$ cat config.mk
export PLATFORM = sky130hd
export DESIGN_NAME = partial_sum_collector
export DESIGN_NICKNAME = d
export VERILOG_FILES = /design/src/rtl/partial_sum_collector_pkg.sv /design/src/rtl/partial_sum_collector_sync_fifo.sv /design/src/rtl/partial_sum_collector.sv
export SDC_FILE = /design/constraint.sdc
export NUM_CORES = 1
export LEC_CHECK = 0
export ABC_AREA = 1
export BUFFER_PORTS_ARGS = -buffer_cell sky130_fd_sc_hd__buf_2
export CORE_UTILIZATION = 30
export DETAILED_ROUTE_END_ITERATION = 7
export PLACE_DENSITY = 0.44
export SLEW_MARGIN = 0
export SYNTH_ARGS = -nofsm -noshare
export SYNTH_HDL_FRONTEND = slang
export SYNTH_HIERARCHICAL = 1
export SYNTH_SLANG_ARGS = --single-unit
$ cat constraint.sdc
create_clock -name Clk -period 2.9 [get_ports Clk]
set_input_delay 0.29 -clock Clk [delete_from_list [all_inputs] [get_ports Clk]]
set_output_delay 0.29 -clock Clk [all_outputs]
set_load 0.01 [all_outputs]
$ cat src/rtl/partial_sum_collector_pkg.sv
// -----------------------------------------------------------------------------
// partial_sum_collector_pkg
//
// Shared definitions for the partial-sum collector that sits behind the CPE
// matrix accelerator.
//
// Contents:
//   psc_state_e - collector state machine encoding (IDLE, ACCUM, FINISH, PUSH)
//   acc_width() - internal accumulator width derived from data and pass widths
//   sat_max()   - largest signed value representable in data_width bits
//   sat_min()   - smallest signed value representable in data_width bits
//
// No ports: this is a package.
// -----------------------------------------------------------------------------
package partial_sum_collector_pkg;

   // Collector sequencing: wait for the first partial, gather the rest,
   // post-process for one cycle, then hand the result to the output FIFO.
   typedef enum logic [1:0] {
      IDLE   = 2'd0,
      ACCUM  = 2'd1,
      FINISH = 2'd2,
      PUSH   = 2'd3
   } psc_state_e;

   // One extra bit per doubling of the pass count, plus one for the bias, so
   // 2^pass_width full-scale partials plus the bias can never wrap.
   function automatic int acc_width(input int data_width, input int pass_width);
      return data_width + pass_width + 1;
   endfunction

   // Saturation bounds for a signed data_width-bit result. Returned as
   // longint so callers can resize them to whatever width they compare in.
   function automatic longint sat_max(input int data_width);
      return (longint'(1) <<< (data_width - 1)) - longint'(1);
   endfunction

   function automatic longint sat_min(input int data_width);
      return -(longint'(1) <<< (data_width - 1));
   endfunction

endpackage

$ cat src/rtl/partial_sum_collector_sync_fifo.sv
// -----------------------------------------------------------------------------
// sync_fifo
//
// Small first-word-fall-through FIFO with a synchronous, active-low reset.
// The head entry is always visible on rd_data while the FIFO is not empty.
// Written for the collector's output buffer but usable for any CPE output.
//
// Parameters:
//   DATA_WIDTH - entry width
//   DEPTH      - number of entries, power of 2, at least 2
//
// Ports:
//   Clk     in   clock, rising edge
//   Rst     in   synchronous reset, active-low
//   push    in   write wr_data (ignored while full)
//   wr_data in   entry to write
//   full    out  DEPTH entries held
//   pop     in   drop the head entry (ignored while empty)
//   rd_data out  head entry, 0 while empty
//   empty   out  no entries held
//   count   out  number of entries held, log2(DEPTH)+1 bits
// -----------------------------------------------------------------------------
module sync_fifo #(
   parameter int DATA_WIDTH = 32,
   parameter int DEPTH      = 4
) (
   input  logic                       Clk,
   input  logic                       Rst,
   input  logic                       push,
   input  logic [DATA_WIDTH-1:0]      wr_data,
   output logic                       full,
   input  logic                       pop,
   output logic [DATA_WIDTH-1:0]      rd_data,
   output logic                       empty,
   output logic [$clog2(DEPTH):0]     count
);

   localparam int ADDR_W  = $clog2(DEPTH);
   localparam int COUNT_W = ADDR_W + 1;

   logic [DATA_WIDTH-1:0] mem [DEPTH];
   logic [ADDR_W-1:0]     wr_ptr;
   logic [ADDR_W-1:0]     rd_ptr;
   logic [COUNT_W-1:0]    count_q;
   logic                  do_push;
   logic                  do_pop;

   // A push into a full FIFO or a pop from an empty one is simply dropped;
   // a pop never makes room for a push in the same cycle because full is
   // based on the registered count.
   assign do_push = push & ~full;
   assign do_pop  = pop & ~empty;

   assign full  = (count_q == COUNT_W'(DEPTH));
   assign empty = (count_q == '0);
   assign count = count_q;

   // Storage needs no reset: an entry is only visible once written, and the
   // read port is forced to zero while nothing is held.
   always_ff @(posedge Clk) begin
      if (do_push) begin
         mem[wr_ptr] <= wr_data;
      end
   end

   // Pointers wrap naturally because DEPTH is a power of 2; the count has
   // one extra bit so full and empty are never ambiguous.
   always_ff @(posedge Clk) begin
      if (!Rst) begin
         wr_ptr  <= '0;
         rd_ptr  <= '0;
         count_q <= '0;
      end else begin
         if (do_push) begin
            wr_ptr <= wr_ptr + ADDR_W'(1);
         end
         if (do_pop) begin
            rd_ptr <= rd_ptr + ADDR_W'(1);
         end
         case ({do_push, do_pop})
            2'b10:   count_q <= count_q + COUNT_W'(1);
            2'b01:   count_q <= count_q - COUNT_W'(1);
            default: count_q <= count_q;
         endcase
      end
   end

   // Fall-through read of the head; zero when empty so the output word is
   // well defined straight out of reset.
   assign rd_data = empty ? '0 : mem[rd_ptr];

endmodule

$ cat src/rtl/partial_sum_collector.sv
// -----------------------------------------------------------------------------
// partial_sum_collector
//
// Downstream stage of the CPE matrix accelerator. Gathers a configured number
// of per-pass partial sums into one result, adds a bias, optionally clamps
// negative results to zero, saturates to DATA_WIDTH and buffers the result in
// a small FWFT FIFO with a valid/ready handshake toward writeback.
//
// Parameters:
//   DATA_WIDTH - partial sum / bias / result width, signed
//   PASS_WIDTH - width of the pass-count configuration
//   FIFO_DEPTH - result buffer entries, power of 2, at least 2
//
// Ports:
//   Clk             in   clock, rising edge
//   Rst             in   synchronous reset, active-low
//   cfgLoad         in   latch cfg* (only honoured in IDLE)
//   cfgPasses       in   partials per result, 0 behaves as 1
//   cfgBias         in   signed bias added once per result
//   cfgRelu         in   clamp negative results to 0
//   finalAccumulate in   signed partial sum from the accelerator
//   finalReady      in   level ready; a partial is taken on its rising edge
//   outData         out  FIFO head result
//   outValid        out  FIFO not empty
//   outReady        in   consumer takes the head when outValid is high
//   accBusy         out  a result is in progress
//   fifoFull        out  result buffer full
//   dropErr         out  sticky: a partial arrived while it could not be taken
//   passCount       out  partials gathered for the current result
// -----------------------------------------------------------------------------
module partial_sum_collector
   import partial_sum_collector_pkg::*;
#(
   parameter int DATA_WIDTH = 32,
   parameter int PASS_WIDTH = 8,
   parameter int FIFO_DEPTH = 4
) (
   input  logic                  Clk,
   input  logic                  Rst,
   input  logic                  cfgLoad,
   input  logic [PASS_WIDTH-1:0] cfgPasses,
   input  logic [DATA_WIDTH-1:0] cfgBias,
   input  logic                  cfgRelu,
   input  logic [DATA_WIDTH-1:0] finalAccumulate,
   input  logic                  finalReady,
   output logic [DATA_WIDTH-1:0] outData,
   output logic                  outValid,
   input  logic                  outReady,
   output logic                  accBusy,
   output logic                  fifoFull,
   output logic                  dropErr,
   output logic [PASS_WIDTH-1:0] passCount
);

   localparam int ACC_WIDTH = acc_width(DATA_WIDTH, PASS_WIDTH);
   localparam int COUNT_W   = $clog2(FIFO_DEPTH) + 1;

   localparam logic signed [ACC_WIDTH-1:0] SAT_HI = ACC_WIDTH'(sat_max(DATA_WIDTH));
   localparam logic signed [ACC_WIDTH-1:0] SAT_LO = ACC_WIDTH'(sat_min(DATA_WIDTH));
   localparam logic [DATA_WIDTH-1:0] SAT_HI_D = {1'b0, {(DATA_WIDTH-1){1'b1}}};
   localparam logic [DATA_WIDTH-1:0] SAT_LO_D = {1'b1, {(DATA_WIDTH-1){1'b0}}};

   psc_state_e                   state_q;
   psc_state_e                   state_d;

   logic signed [ACC_WIDTH-1:0]  acc_q;
   logic [PASS_WIDTH-1:0]        pass_count_q;
   logic [PASS_WIDTH-1:0]        cfg_passes_q;
   logic [DATA_WIDTH-1:0]        cfg_bias_q;
   logic                         cfg_relu_q;
   logic                         ready_q;
   logic                         drop_err_q;
   logic [DATA_WIDTH-1:0]        res_q;

   logic                         rise;
   logic                         cfg_take;
   logic [PASS_WIDTH-1:0]        passes_raw;
   logic [PASS_WIDTH-1:0]        passes_eff;
   logic [PASS_WIDTH:0]          count_next;
   logic signed [ACC_WIDTH-1:0]  partial_ext;
   logic signed [ACC_WIDTH-1:0]  bias_ext;
   logic signed [ACC_WIDTH-1:0]  res_sum;
   logic signed [ACC_WIDTH-1:0]  res_relu;
   logic [DATA_WIDTH-1:0]        res_d;

   logic                         fifo_push;
   logic                         fifo_pop;
   logic                         fifo_space;
   logic                         fifo_full;
   logic                         fifo_empty;
   logic [COUNT_W-1:0]           fifo_count;

   // The accelerator's ready is a level that can sit high for many cycles;
   // only its rising edge marks a new partial.
   assign rise = finalReady & ~ready_q;

   // Configuration loaded in the same cycle as the first capture applies to
   // that capture, so the pass count is taken straight from the inputs then.
   assign cfg_take   = (state_q == IDLE) & cfgLoad;
   assign passes_raw = cfg_take ? cfgPasses : cfg_passes_q;
   assign passes_eff = (passes_raw == '0) ? PASS_WIDTH'(1) : passes_raw;
   assign count_next = {1'b0, pass_count_q} + {{PASS_WIDTH{1'b0}}, 1'b1};

   assign partial_ext = {{(ACC_WIDTH-DATA_WIDTH){finalAccumulate[DATA_WIDTH-1]}}, finalAccumulate};
   assign bias_ext    = {{(ACC_WIDTH-DATA_WIDTH){cfg_bias_q[DATA_WIDTH-1]}}, cfg_bias_q};

   // Room in the buffer this cycle; a pop landing on the same edge does not
   // count, so a full buffer always costs at least one extra PUSH cycle.
   assign fifo_space = (fifo_count < COUNT_W'(FIFO_DEPTH));
   assign fifo_push  = (state_q == PUSH) & fifo_space;
   assign fifo_pop   = outValid & outReady;

   // Result post-processing: bias in full accumulator width, optional ReLU,
   // then clamp into the signed output range.
   always_comb begin
      res_sum  = acc_q + bias_ext;
      res_relu = (cfg_relu_q && (res_sum < 0)) ? '0 : res_sum;
      if (res_relu > SAT_HI) begin
         res_d = SAT_HI_D;
      end else if (res_relu < SAT_LO) begin
         res_d = SAT_LO_D;
      end else begin
         res_d = res_relu[DATA_WIDTH-1:0];
      end
   end

   // Next-state logic. The final partial moves straight to FINISH so the
   // result lands in the FIFO two edges after it is captured.
   always_comb begin
      state_d = state_q;
      case (state_q)
         IDLE: begin
            if (rise) begin
               state_d = (passes_eff == PASS_WIDTH'(1)) ? FINISH : ACCUM;
            end
         end
         ACCUM: begin
            if (rise && (count_next == {1'b0, passes_eff})) begin
               state_d = FINISH;
            end
         end
         FINISH: begin
            state_d = PUSH;
         end
         PUSH: begin
            if (fifo_space) begin
               state_d = IDLE;
            end
         end
         default: begin
            state_d = IDLE;
         end
      endcase
   end

   // State register.
   always_ff @(posedge Clk) begin
      if (!Rst) begin
         state_q <= IDLE;
      end else begin
         state_q <= state_d;
      end
   end

   // Edge detector history. It comes out of reset high so a ready level that
   // was already asserted during reset is not mistaken for a fresh partial.
   always_ff @(posedge Clk) begin
      if (!Rst) begin
         ready_q <= 1'b1;
      end else begin
         ready_q <= finalReady;
      end
   end

   // Configuration registers; frozen while a result is being gathered so a
   // mid-result load cannot change its pass count, bias or ReLU mode.
   always_ff @(posedge Clk) begin
      if (!Rst) begin
         cfg_passes_q <= '0;
         cfg_bias_q   <= '0;
         cfg_relu_q   <= 1'b0;
      end else if (cfg_take) begin
         cfg_passes_q <= cfgPasses;
         cfg_bias_q   <= cfgBias;
         cfg_relu_q   <= cfgRelu;
      end
   end

   // Accumulation datapath. The first partial overwrites the accumulator so
   // nothing from the previous result needs clearing.
   always_ff @(posedge Clk) begin
      if (!Rst) begin
         acc_q        <= '0;
         pass_count_q <= '0;
      end else begin
         case (state_q)
            IDLE: begin
               if (rise) begin
                  acc_q        <= partial_ext;
                  pass_count_q <= PASS_WIDTH'(1);
               end
            end
            ACCUM: begin
               if (rise) begin
                  acc_q        <= acc_q + partial_ext;
                  pass_count_q <= count_next[PASS_WIDTH-1:0];
               end
            end
            PUSH: begin
               if (fifo_space) begin
                  pass_count_q <= '0;
               end
            end
            default: begin
               pass_count_q <= pass_count_q;
            end
         endcase
      end
   end

   // The finished result is registered once in FINISH and held through any
   // backpressure in PUSH.
   always_ff @(posedge Clk) begin
      if (!Rst) begin
         res_q <= '0;
      end else if (state_q == FINISH) begin
         res_q <= res_d;
      end
   end

   // A partial arriving while the result is being finished or queued has
   // nowhere to go; flag it and keep the flag until reset.
   always_ff @(posedge Clk) begin
      if (!Rst) begin
         drop_err_q <= 1'b0;
      end else if (rise && ((state_q == FINISH) || (state_q == PUSH))) begin
         drop_err_q <= 1'b1;
      end
   end

   sync_fifo #(
      .DATA_WIDTH (DATA_WIDTH),
      .DEPTH      (FIFO_DEPTH)
   ) u_result_fifo (
      .Clk     (Clk),
      .Rst     (Rst),
      .push    (fifo_push),
      .wr_data (res_q),
      .full    (fifo_full),
      .pop     (fifo_pop),
      .rd_data (outData),
      .empty   (fifo_empty),
      .count   (fifo_count)
   );

   assign outValid  = ~fifo_empty;
   assign fifoFull  = fifo_full;
   assign accBusy   = (state_q != IDLE);
   assign dropErr   = drop_err_q;
   assign passCount = pass_count_q;

endmodule

==> results of run 1 <==
==> power by group <==
part | internal (W) | leakage (nW) | switching [W]
logic | 0.00200 | 6.74 | 0.00331
clock network | 0.00247 | 0.548 | 0.00174
registers | 0.00450 | 2.30 | 0.000479
==> cell families (layout without fill, tap and decap cells) <==
family / count (synthesis) / in the layout / synth area share, %
flip-flops: 263 / 263 / 39.0
adder cells (fa/ha/maj): 94 / 94 / 7.15
AO/OA/AOI/OAI: 423 / 423 / 13.9
AND/OR/NAND/NOR: 1167 / 1167 / 28.4
XOR/XNOR: 40 / 40 / 2.09
multiplexers: 2 / 2 / 0.119
buffers and inverters: 384 / 600 / 9.33
==> Yosys cell counts (2+ instances only) <==
| cell | number |
|---|---|
| nand2_1 | 528 |
| nor2_1 | 446 |
| inv_1 | 306 |
| a21oi_1 | 162 |
| dfxtp_1 | 135 |
| o21ai_0 | 134 |
| edfxtp_1 | 128 |
| nand3_1 | 107 |
| ha_1 | 91 |
| o21ai_1 | 47 |
| clkbuf_1 | 41 |
| xor2_1 | 32 |
| or2_2 | 21 |
| nor3_1 | 16 |
| nand4_1 | 15 |
| buf_2 | 14 |
| a21o_1 | 12 |
| a31oi_1 | 12 |
| buf_6 | 12 |
| o21bai_1 | 12 |
| a21oi_2 | 10 |
| o211ai_1 | 9 |
| nand3b_1 | 8 |
| xnor2_1 | 8 |
| buf_1 | 6 |
| o21a_1 | 6 |
| nand2_2 | 5 |
| nand3_2 | 5 |
| a21boi_0 | 4 |
| a22oi_1 | 4 |
| and3_1 | 4 |
| nor2_2 | 4 |
| o221ai_1 | 4 |
| fa_1 | 3 |
| inv_2 | 3 |
| a211oi_1 | 2 |
| mux2i_1 | 2 |
| nor3b_1 | 2 |
| nor4_1 | 2 |
==> through the flow <==
step | setup slack, ns | area, µm² | util [%] | hold slack [ns]
final | 0.178 | 20700 | 37.5 | 0.0195
after global routing | -0.0190 | 20700 | 37.5 | 0.0114
after CTS | 0.00192 | 20000 | 36.3 | 0.000487
after detailed placement | -0.214 | 18600 | 33.8 | 0.465
after global placement | -0.227 | 18600 | 33.8 | 0.458
after floorplan | 0.251 | 16800 | - | 0.386
==> sequential cells by signal (all words and copies together) (netlist names), named ones only <==
register and cells:
cfg_passes_q 8, cfg_bias_q 32, passCount 8, u_result_fifo/wr_ptr 2
ready_q 1, acc_q 41, u_result_fifo/rd_ptr 2, dropErr 1
state_q 2, u_result_fifo/mem 128, u_result_fifo/count 3, cfg_relu_q 1
res_q 32
==> cell type report <==
type                    count  area, µm²  share of cell area (%)
well taps                 748        936                    4.53
clock buffers              42        921                    4.45
clock inverters            18        199                   0.962
multi-input cells        1726       9270                    44.8
inverters                 309       1160                    5.63
repair buffers            231       1600                    7.75
flip-flops and latches    263       6590                    31.9
==> worst register-to-register path: stages (launching register included) <==
cell	delay (ns)
dfxtp_2	0.39
ha_4	0.25
nand2_1	0.07
nand2_1	0.13
inv_1	0.08
nand2_1	0.12
a21oi_2	0.19
nand3_4	0.16
nand2_4	0.11
nand2_1	0.06
nand2_2	0.11
nand2_4	0.07
nor2_4	0.11
buf_4	0.12
buf_4	0.10
nand2_4	0.07
buf_12	0.15
nand2_1	0.08
nand3_1	0.08
nand2_1	0.11
inv_1	0.04
==> metal layers <==
layer / vias up / wire length, µm
met4: 0 / 1750
li1: 8065 / -
met5: - / 0
met1: 7243 / 25800
met3: 86 / 2010
met2: 289 / 25500
==> layout by cell type (no fill, tap or decap), types with 6 or more instances in the layout <==
| cell | count |
|---|---|
| buf_2 | 121 |
| o21ai_1 | 49 |
| nor2_1 | 420 |
| inv_1 | 303 |
| nor2_4 | 10 |
| nand2_1 | 503 |
| a21o_1 | 12 |
| a21oi_1 | 150 |
| or2_2 | 21 |
| clkinv_2 | 8 |
| nor3_1 | 15 |
| xnor2_1 | 8 |
| o211ai_1 | 9 |
| nand3b_1 | 8 |
| dfxtp_2 | 25 |
| o21ai_0 | 130 |
| buf_12 | 8 |
| edfxtp_1 | 128 |
| dfxtp_1 | 107 |
| buf_4 | 87 |
| nand4_1 | 15 |
| xor2_1 | 32 |
| ha_2 | 13 |
| a31oi_1 | 12 |
| dlygate4sd3_1 | 12 |
| ha_1 | 56 |
| nand3_1 | 105 |
| a21oi_2 | 22 |
| nor2_2 | 20 |
| o21a_1 | 6 |
| nand2_2 | 26 |
| ha_4 | 22 |
| clkbuf_16 | 35 |
| o21bai_1 | 12 |
==> what timing repair did <==
item | 4_1_cts | 5_1_grt
gates cloned | 1 | 1
hold buffers | 12 | 0
endpoints found under the setup margin | 31 | 33
endpoints found under the hold margin | 12 | 0
resized for setup | 27 | 137
pin swaps | 4 | 22
buffers inserted | 3 | 10
==> final timing paths <==
check	from	endpoint	slack [ns]
worst max register to register	acc_q[23]$_SDFFE_PN0P_	res_q[30]$_SDFFE_PN0P_	0.18
worst min register to register	cfg_passes_q[1]$_SDFF_PN0_	cfg_passes_q[1]$_SDFF_PN0_	0.47
worst max-delay path	acc_q[23]$_SDFFE_PN0P_	res_q[30]$_SDFFE_PN0P_	0.18
worst min-delay path	cfgBias[4]	cfg_bias_q[4]$_SDFFE_PN0P_	0.02
==> impl_metrics.toml, run 1 <==
[sta]
tightest_slew_ns = 0.874
fmax_mhz = 367
fin_tns_setup_ns = 0
slew_headroom_pct = 41.7
skew_ns = 0.0317
fin_crit_sh_pct = 93.9
slew_viol_final = 0
finalSetupViolations = 0
final_hold_viol_count = 0
post-route-min-period_ns = 2.72

[floorplanning]
start_util_pct = 30.4
rows = 86
core_area_mm2 = 0.0552
die_w_um = 238
ios = 122
die_area_mm2 = 0.0568
die_y_um = 238

[setup_path]
cp.required_ns = 3.33
path_buf_inv = 5
critical_path.top_delay_family = "simple AND/OR/NAND/NOR gates"
crit_type = "reg2reg"
path_depth = 20
crit_path_top_delay_cell = "dfxtp_2"
critPathMaxStageDelay_ns = 0.39
arrival_ns = 3.15
worstSetupStartpointType = "flip-flop"
cp_common_cell = "nand2_1"
end_kind = "flip-flop"
path_max_fanout = 16
reg2regPathDepth = 20
crit_chain = "ha_4 > nand2_1 > nand2_1 > inv_1 > nand2_1 > a21oi_2 > nand3_4 > nand2_4 > nand2_1 > nand2_2 > nand2_4 > nor2_4 > buf_4 > buf_4 > nand2_4 > buf_12 > nand2_1 > nand3_1 > nand2_1 > inv_1"

[routing]
drc = 0
viasPerCell = 4.70
postRouteAntennaNets = 0
vias = 15700
dr.pass1.iters = 5
totalWireLength_um = 55100
wire_per_inst_um = 16.5
drt_iter0_drc = 738

[pwr]
totalPowerFinal_w = 0.0145
p_per_area_mw_per_mm2 = 701
vdd_drop_max_mv = 0.420
total_leakage_power_nw = 9.59

[clocking]
root_buffer = "clkbuf_16"
numCtsBuffers = 34
clk_pin_slew_ns = 0.06
clock-sinks = 263
cts.path.max_buffers = 3
clk_latency_ns = 0.55
cts_max_level = 2
tritoncts = "built"

[finish]
num_antenna_cells = 0
drive_gt1_share_pct = 17.9
layout.nets = 2737
synthToLayoutAreaGrowth_pct = 23.3
instances_no_fill = 3337
nFillCells = 5873

[logic_synthesis]
yosys-top-cells-area = "edfxtp_1, dfxtp_1, nand2_1"
synth_edf_count = 128
synth_seq_cells = 263
synth_cells = 2373
ys_types = 50
ys.flop_type = "dfxtp_1"
avgSynthCellArea_um2 = 7.07
async_flop_share_pct = 0
synth_top_area_share_pct = 22.9
yosysTopAreaCell = "edfxtp_1"
synth_nets = 2545
yosysWarnings = 6
yosysSeqAreaShare_pct = 39.0
synth_area_mm2 = 0.0168

[global_route]
grt_use_met1_pct = 25.4
grt_pass1_vias = 15300
grt_max_degree = 65
overflow = 0
grt_pass1_wl_um = 85100
busiest_layer = "met2"
track_usage_pct = 19.3
use_met2_pct = 32.4
met3_usage_pct = 2.55
antenna_found_initial = 0

[job]
maxCapViolCount = 0

[place]
hpwl_um = 41500
io_buffers = 121
numPlacedInstances = 3250
gp_congestion = 0.907

[min_path]
min_path_cells = 3
min_path_type = "in2reg"

[run_status]
outcome = "completed"
No activity file was read; power rests on OpenSTA's default activity.
==> run 2, diff against run 1 <==
--- a/config.mk
+++ b/config.mk
@@ -11,5 +11,5 @@
 export DETAILED_ROUTE_END_ITERATION = 7
 export PLACE_DENSITY = 0.44
-export SLEW_MARGIN = 0
+export SLEW_MARGIN = 20
 export SYNTH_ARGS = -nofsm -noshare
 export SYNTH_HDL_FRONTEND = slang
==> constraint.sdc (replaced) <==
create_clock -name Clk -period 2.9 [get_ports Clk]
set_input_delay 0.145 -clock Clk [delete_from_list [all_inputs] [get_ports Clk]]
set_output_delay 0.145 -clock Clk [all_outputs]
set_load 0.01 [all_outputs]
==> run 2 against run 1 <==
Net effect:
- core utilization is 1.1 points higher
- sequential power hardly changed
- critical path depth stayed put
- register-to-register slack worse by 0.06 ns
- via count is 0.80% higher
- final area is 2.9% higher
- die area stayed put
- combinational power is 1% higher
==> impl_metrics.toml, run 2 (synthesis gave the netlist of run 1 again) <==
[global_route]
track_usage_pct = 19.6
grt_pass1_wl_um = 86900
antenna_found_initial = 0
overflow = 0
grt_pass1_vias = 15700
grt_max_degree = 65

[sta]
final_hold_viol_count = 0
timing.hold.ws_ns = 0.00577
skew_ns = 0.0224
slew_headroom_pct = 40.1
tightest_slew_ns = 0.899
fin_tns_setup_ns = 0
fmax_mhz = 360
finalSetupViolations = 0
fin_crit_sh_pct = 95.8
slew_viol_final = 0
post-route-min-period_ns = 2.78

[clocking]
cts.path.max_buffers = 3
numCtsBuffers = 34
clk_latency_ns = 0.55
cts_max_level = 2
tritoncts = "built"
clock-sinks = 263
root_buffer = "clkbuf_16"
clk_pin_slew_ns = 0.06

[floorplanning]
rows = 86
die_area_mm2 = 0.0568
die_y_um = 238
ios = 122
start_util_pct = 30.4
core_area_mm2 = 0.0552
die_w_um = 238

[setup_path]
end_kind = "flip-flop"
path_max_fanout = 8
arrival_ns = 3.28
crit_type = "reg2reg"
r2r_slack_ns = 0.12
cp.required_ns = 3.40
worstSetupStartpointType = "flip-flop"

[min_path]
min_path_type = "in2reg"

[pwr]
totalPowerFinal_w = 0.0151
total_leakage_power_nw = 9.81
p_per_area_mw_per_mm2 = 708
vdd_drop_max_mv = 0.491

[routing]
drt_iter0_drc = 818
dr.pass1.iters = 5
viasPerCell = 4.67
wire_per_inst_um = 16.5
totalWireLength_um = 55800
vias = 15800
postRouteAntennaNets = 0
drc = 0

[finish]
finish.utilization_pct = 38.6
largest_reg_flops = 128
num_antenna_cells = 0
final_cell_mix = "nand2_1, nor2_1, inv_1"
reg_top3 = "u_result_fifo/mem x128, acc_q x41"
layout_commonest_cell = "nand2_1"
synthToLayoutAreaGrowth_pct = 26.9
drive_gt1_share_pct = 17.3
layout.nets = 2781
regMostFlops = "u_result_fifo/mem"

[place]
hpwl_um = 41700
io_buffers = 121
gp_congestion = 0.918

[run_status]
outcome = "completed"

[job]
maxCapViolCount = 0
-- run 2: worst max-delay path, stage by stage (launching register included) --
cell	delay, ns
dfxtp_4	0.39
clkbuf_4	0.18
ha_4	0.29
nand2_2	0.10
nor2_4	0.13
nand3_4	0.11
nor2_4	0.16
nand4_1	0.12
buf_4	0.18
nand4_1	0.09
nand2_1	0.05
inv_1	0.07
nand2_1	0.06
nor2_2	0.12
nand3_2	0.10
nand2_4	0.15
clkbuf_16	0.17
nand2_1	0.07
nand3_1	0.07
nand2_1	0.06
inv_1	0.04
-- run 2: final timing paths --
kind,cells after the start,from,endpoint
setup / recovery,20,cfg_bias_q[31]$_SDFFE_PN0P_,res_q[7]$_SDFFE_PN0P_
hold / removal,3,cfgBias[19],cfg_bias_q[19]$_SDFFE_PN0P_
setup reg to reg,20,cfg_bias_q[31]$_SDFFE_PN0P_,res_q[7]$_SDFFE_PN0P_
hold reg to reg,2,dropErr$_SDFFE_PN0P_,dropErr$_SDFFE_PN0P_
-- run 2: power by group --
| part | internal, W | switching (W) |
|---|---|---|
| Sequential | 0.00450 | 0.000475 |
| Combinational | 0.00204 | 0.00333 |
| Clock | 0.00295 | 0.00177 |
-- run 2: repair_timing --
| action | in CTS | in global routing |
|---|---|---|
| setup buffers | 0 | 9 |
| hold endpoints to repair | 60 | 0 |
| hold buffers | 60 | 0 |
| pin swaps | 2 | 21 |
| setup endpoints to repair | 31 | 33 |
| cloned | 0 | 4 |
| resized for setup | 12 | 144 |
-- run 2: area by class of cell --
class                   instances  area (µm²)
clock buffers                  43         936
clock inverters                19         327
fillers                      5800       33900
inverters                     309        1160
multi-input cells            1726        9280
flip-flops and latches        263        6580
well taps                     748         936
repair buffers                275        2060
-- run 2: stage by stage --
| step | std cells | worst slack (ns) | cell area, µm² |
|---|---|---|---|
| 2_1_floorplan | 2373 | 0.251 | 16800 |
| 3_3_place_gp | 3248 | -0.165 | 18600 |
| 3_5_place_dp | 3248 | -0.134 | 18600 |
| 4_1_cts | 3370 | 0.0217 | 20500 |
| 5_1_grt | 3383 | -0.0262 | 21300 |
| 6_report | 3383 | 0.122 | 21300 |
-- run 2: routing by layer --
metal / wire length, µm / GRT usage, % / vias to the layer above / share of wire, %
met5: 0 / 0 / - / 0
li1: - / - / 8177 / -
met1: 25900 / 25.6 / 7231 / 46
met4: 2010 / 7.48 / 0 / 3.6
met3: 1990 / 2.67 / 97 / 3.6
met2: 25900 / 32.8 / 303 / 46
==> run 3, diff against run 2 <==
Clock period 2.9 ns to 3.3 ns, I/O delays scaled along.
==> run 3 against run 2 <==
Net effect:
- sequential power is 13% lower
- critical endpoint is now res_q[29]$_SDFFE_PN0P_
- final area down 5.8%
- via count fell by 1.3%
- register-to-register slack improved by 0.14 ns
- maximum frequency fell by 8.5%
- power fell by 18%
- wire length decreased by 1.2%
- combinational power shrank 22%
- clock skew fell by 0.0047 ns
- final cell count is 1.8% lower
- core utilization is 2.2 points lower
- clock power decreased by 19%
==> impl_metrics.toml, run 3 (synthesis gave the netlist of run 1 again) <==
[place]
preCtsSetupSlack_ns = -0.0347
hpwl_um = 40600
gp_congestion = 0.908
numPlacedInstances = 3193
io_buffers = 121

[routing]
postRouteAntennaNets = 0
viasPerCell = 4.70
totalWireLength_um = 55200
dr.pass1.iters = 5
drc = 0
vias = 15600
drt_iter0_drc = 1000
wire_per_inst_um = 16.6

[global_route]
overflow = 0
antenna_found_initial = 0
grt_pass1_vias = 15400
grt_max_degree = 65
grt_pass1_wl_um = 86400
track_usage_pct = 19.6

[floorplanning]
rows = 86
start_util_pct = 30.4
ios = 122
die_y_um = 238
die_w_um = 238
die_area_mm2 = 0.0568
core_area_mm2 = 0.0552

[setup_path]
crit_type = "reg2reg"
crit_chain = "ha_1 > nand2_1 > nor2_1 > inv_1 > nor3_2 > nand2_1 > nand2_1 > nand2_1 > nand3_1 > nand2_1 > nand2_1 > inv_1 > nand2_1 > nand3_1 > nand2_1 > nand2_1 > inv_2 > clkbuf_16 > nand3_1 > nand2_1 > inv_1"
end_kind = "flip-flop"
cp.required_ns = 3.75
path_max_fanout = 15
critPathMaxStageDelay_ns = 0.42
crit_path_top_delay_cell = "ha_1"
cp_common_cell = "nand2_1"
worstSetupStartpointType = "flip-flop"
arrival_ns = 3.48

[pwr]
total_leakage_power_nw = 9.42
pwr-share-seq_pct = 35.1
switching_share_pct = 38.2
totalPowerFinal_w = 0.0123
p_per_area_mw_per_mm2 = 615
comb_power_share_pct = 33.8
vdd_drop_max_mv = 0.332
internal_power_w = 0.00762
p_switching_w = 0.00471
clockPowerShare_pct = 31.0

[sta]
finalSetupViolations = 0
final_hold_viol_count = 0
tightest_slew_ns = 0.980
fin_crit_sh_pct = 92.0
post-route-min-period_ns = 3.04
fin_tns_setup_ns = 0
slew_headroom_pct = 34.6
fmax_mhz = 329
setup_slack_ns = 0.263
rsz0062_at_grt = "no"
skew_ns = 0.0177
slew_viol_final = 0

[clocking]
clock-sinks = 263
numCtsBuffers = 34
clk_pin_slew_ns = 0.06
tritoncts = "built"
cts.path.max_buffers = 3
root_buffer = "clkbuf_16"
cts_max_level = 2
clk_latency_ns = 0.56

[finish]
nFillCells = 5969
seq_area_mm2 = 0.00655
synthToLayoutAreaGrowth_pct = 19.6
reg_top3 = "u_result_fifo/mem x128, acc_q x41"
layout_commonest_cell = "nand2_1"
layout.nets = 2720
instances_no_fill = 3321
largest_reg_flops = 128
drive_gt1_share_pct = 10.6
final_cell_mix = "nand2_1, nor2_1, inv_1"
multi_input_area_mm2 = 0.00871
regMostFlops = "u_result_fifo/mem"
num_antenna_cells = 0

[job]
maxCapViolCount = 0

[min_path]
min_path_type = "in2reg"

[run_status]
outcome = "completed"
[run 3: metrics by stage]
stage | hold slack (ns) | util [%] | area, µm²
finish | 0.0234 | 36.3 | 20100
global route | 0.0357 | 36.3 | 20100
CTS | 0.00313 | 36.2 | 20000
detailed placement | 0.386 | 33.0 | 18200
global placement | 0.377 | 33.0 | 18200
floorplan | 0.261 | - | 16800
[run 3: power by group through the flow]
stage          clock network [W]  logic [W]  registers [W]
5_1_grt                  0.00409    0.00475        0.00440
3_5_place_dp                   0    0.00404        0.00441
3_3_place_gp                   0    0.00405        0.00440
2_1_floorplan                  0    0.00290        0.00422
4_1_cts                  0.00396    0.00413        0.00434
6_report                 0.00383    0.00417        0.00433
[run 3: layout make-up]
class / instances / area share (%)
multi-input cells: 1726 / 43.4
flip-flops and latches: 263 / 32.6
clock inverters: 16 / 1.04
well taps: 748 / 4.67
clock buffers: 45 / 4.65
repair buffers: 214 / 7.79
inverters: 309 / 5.78
[run 3: path summary, 6_finish.rpt]
path / from / to / slack [ns] / depth (start not counted)
hold / removal: finalAccumulate[29] / acc_q[29]$_SDFFE_PN0P_ / 0.02 / 5
hold reg to reg: cfg_passes_q[1]$_SDFF_PN0_ / cfg_passes_q[1]$_SDFF_PN0_ / 0.48 / 2
setup reg to reg: acc_q[18]$_SDFFE_PN0P_ / res_q[29]$_SDFFE_PN0P_ / 0.26 / 21
setup / recovery: acc_q[18]$_SDFFE_PN0P_ / res_q[29]$_SDFFE_PN0P_ / 0.26 / 21
[run 3: per-layer routing]
metal	track usage, %	vias up	wire length (µm)
li1	-	8043	-
met1	25.1	7181	25200
met2	34.0	299	26500
met3	2.19	74	1960
met4	6.93	0	1560
met5	0	-	0
[run 3: worst max-delay path: cells and delay by family (launching register included)]
kind	cells	cell delay (ns)
simple gates	15	1.67
fa+ha+maj	1	0.42
flops	1	0.34
buf+inv	5	0.49
[run 3: what timing repair did]
item | CTS | global route
setup endpoints to repair | 3 | 31
hold buffers | 65 | 0
hold endpoints to repair | 66 | 0
setup buffers | 0 | 1
resized for setup | 1 | 11
cloned | 0 | 1
pin swaps | 0 | 1
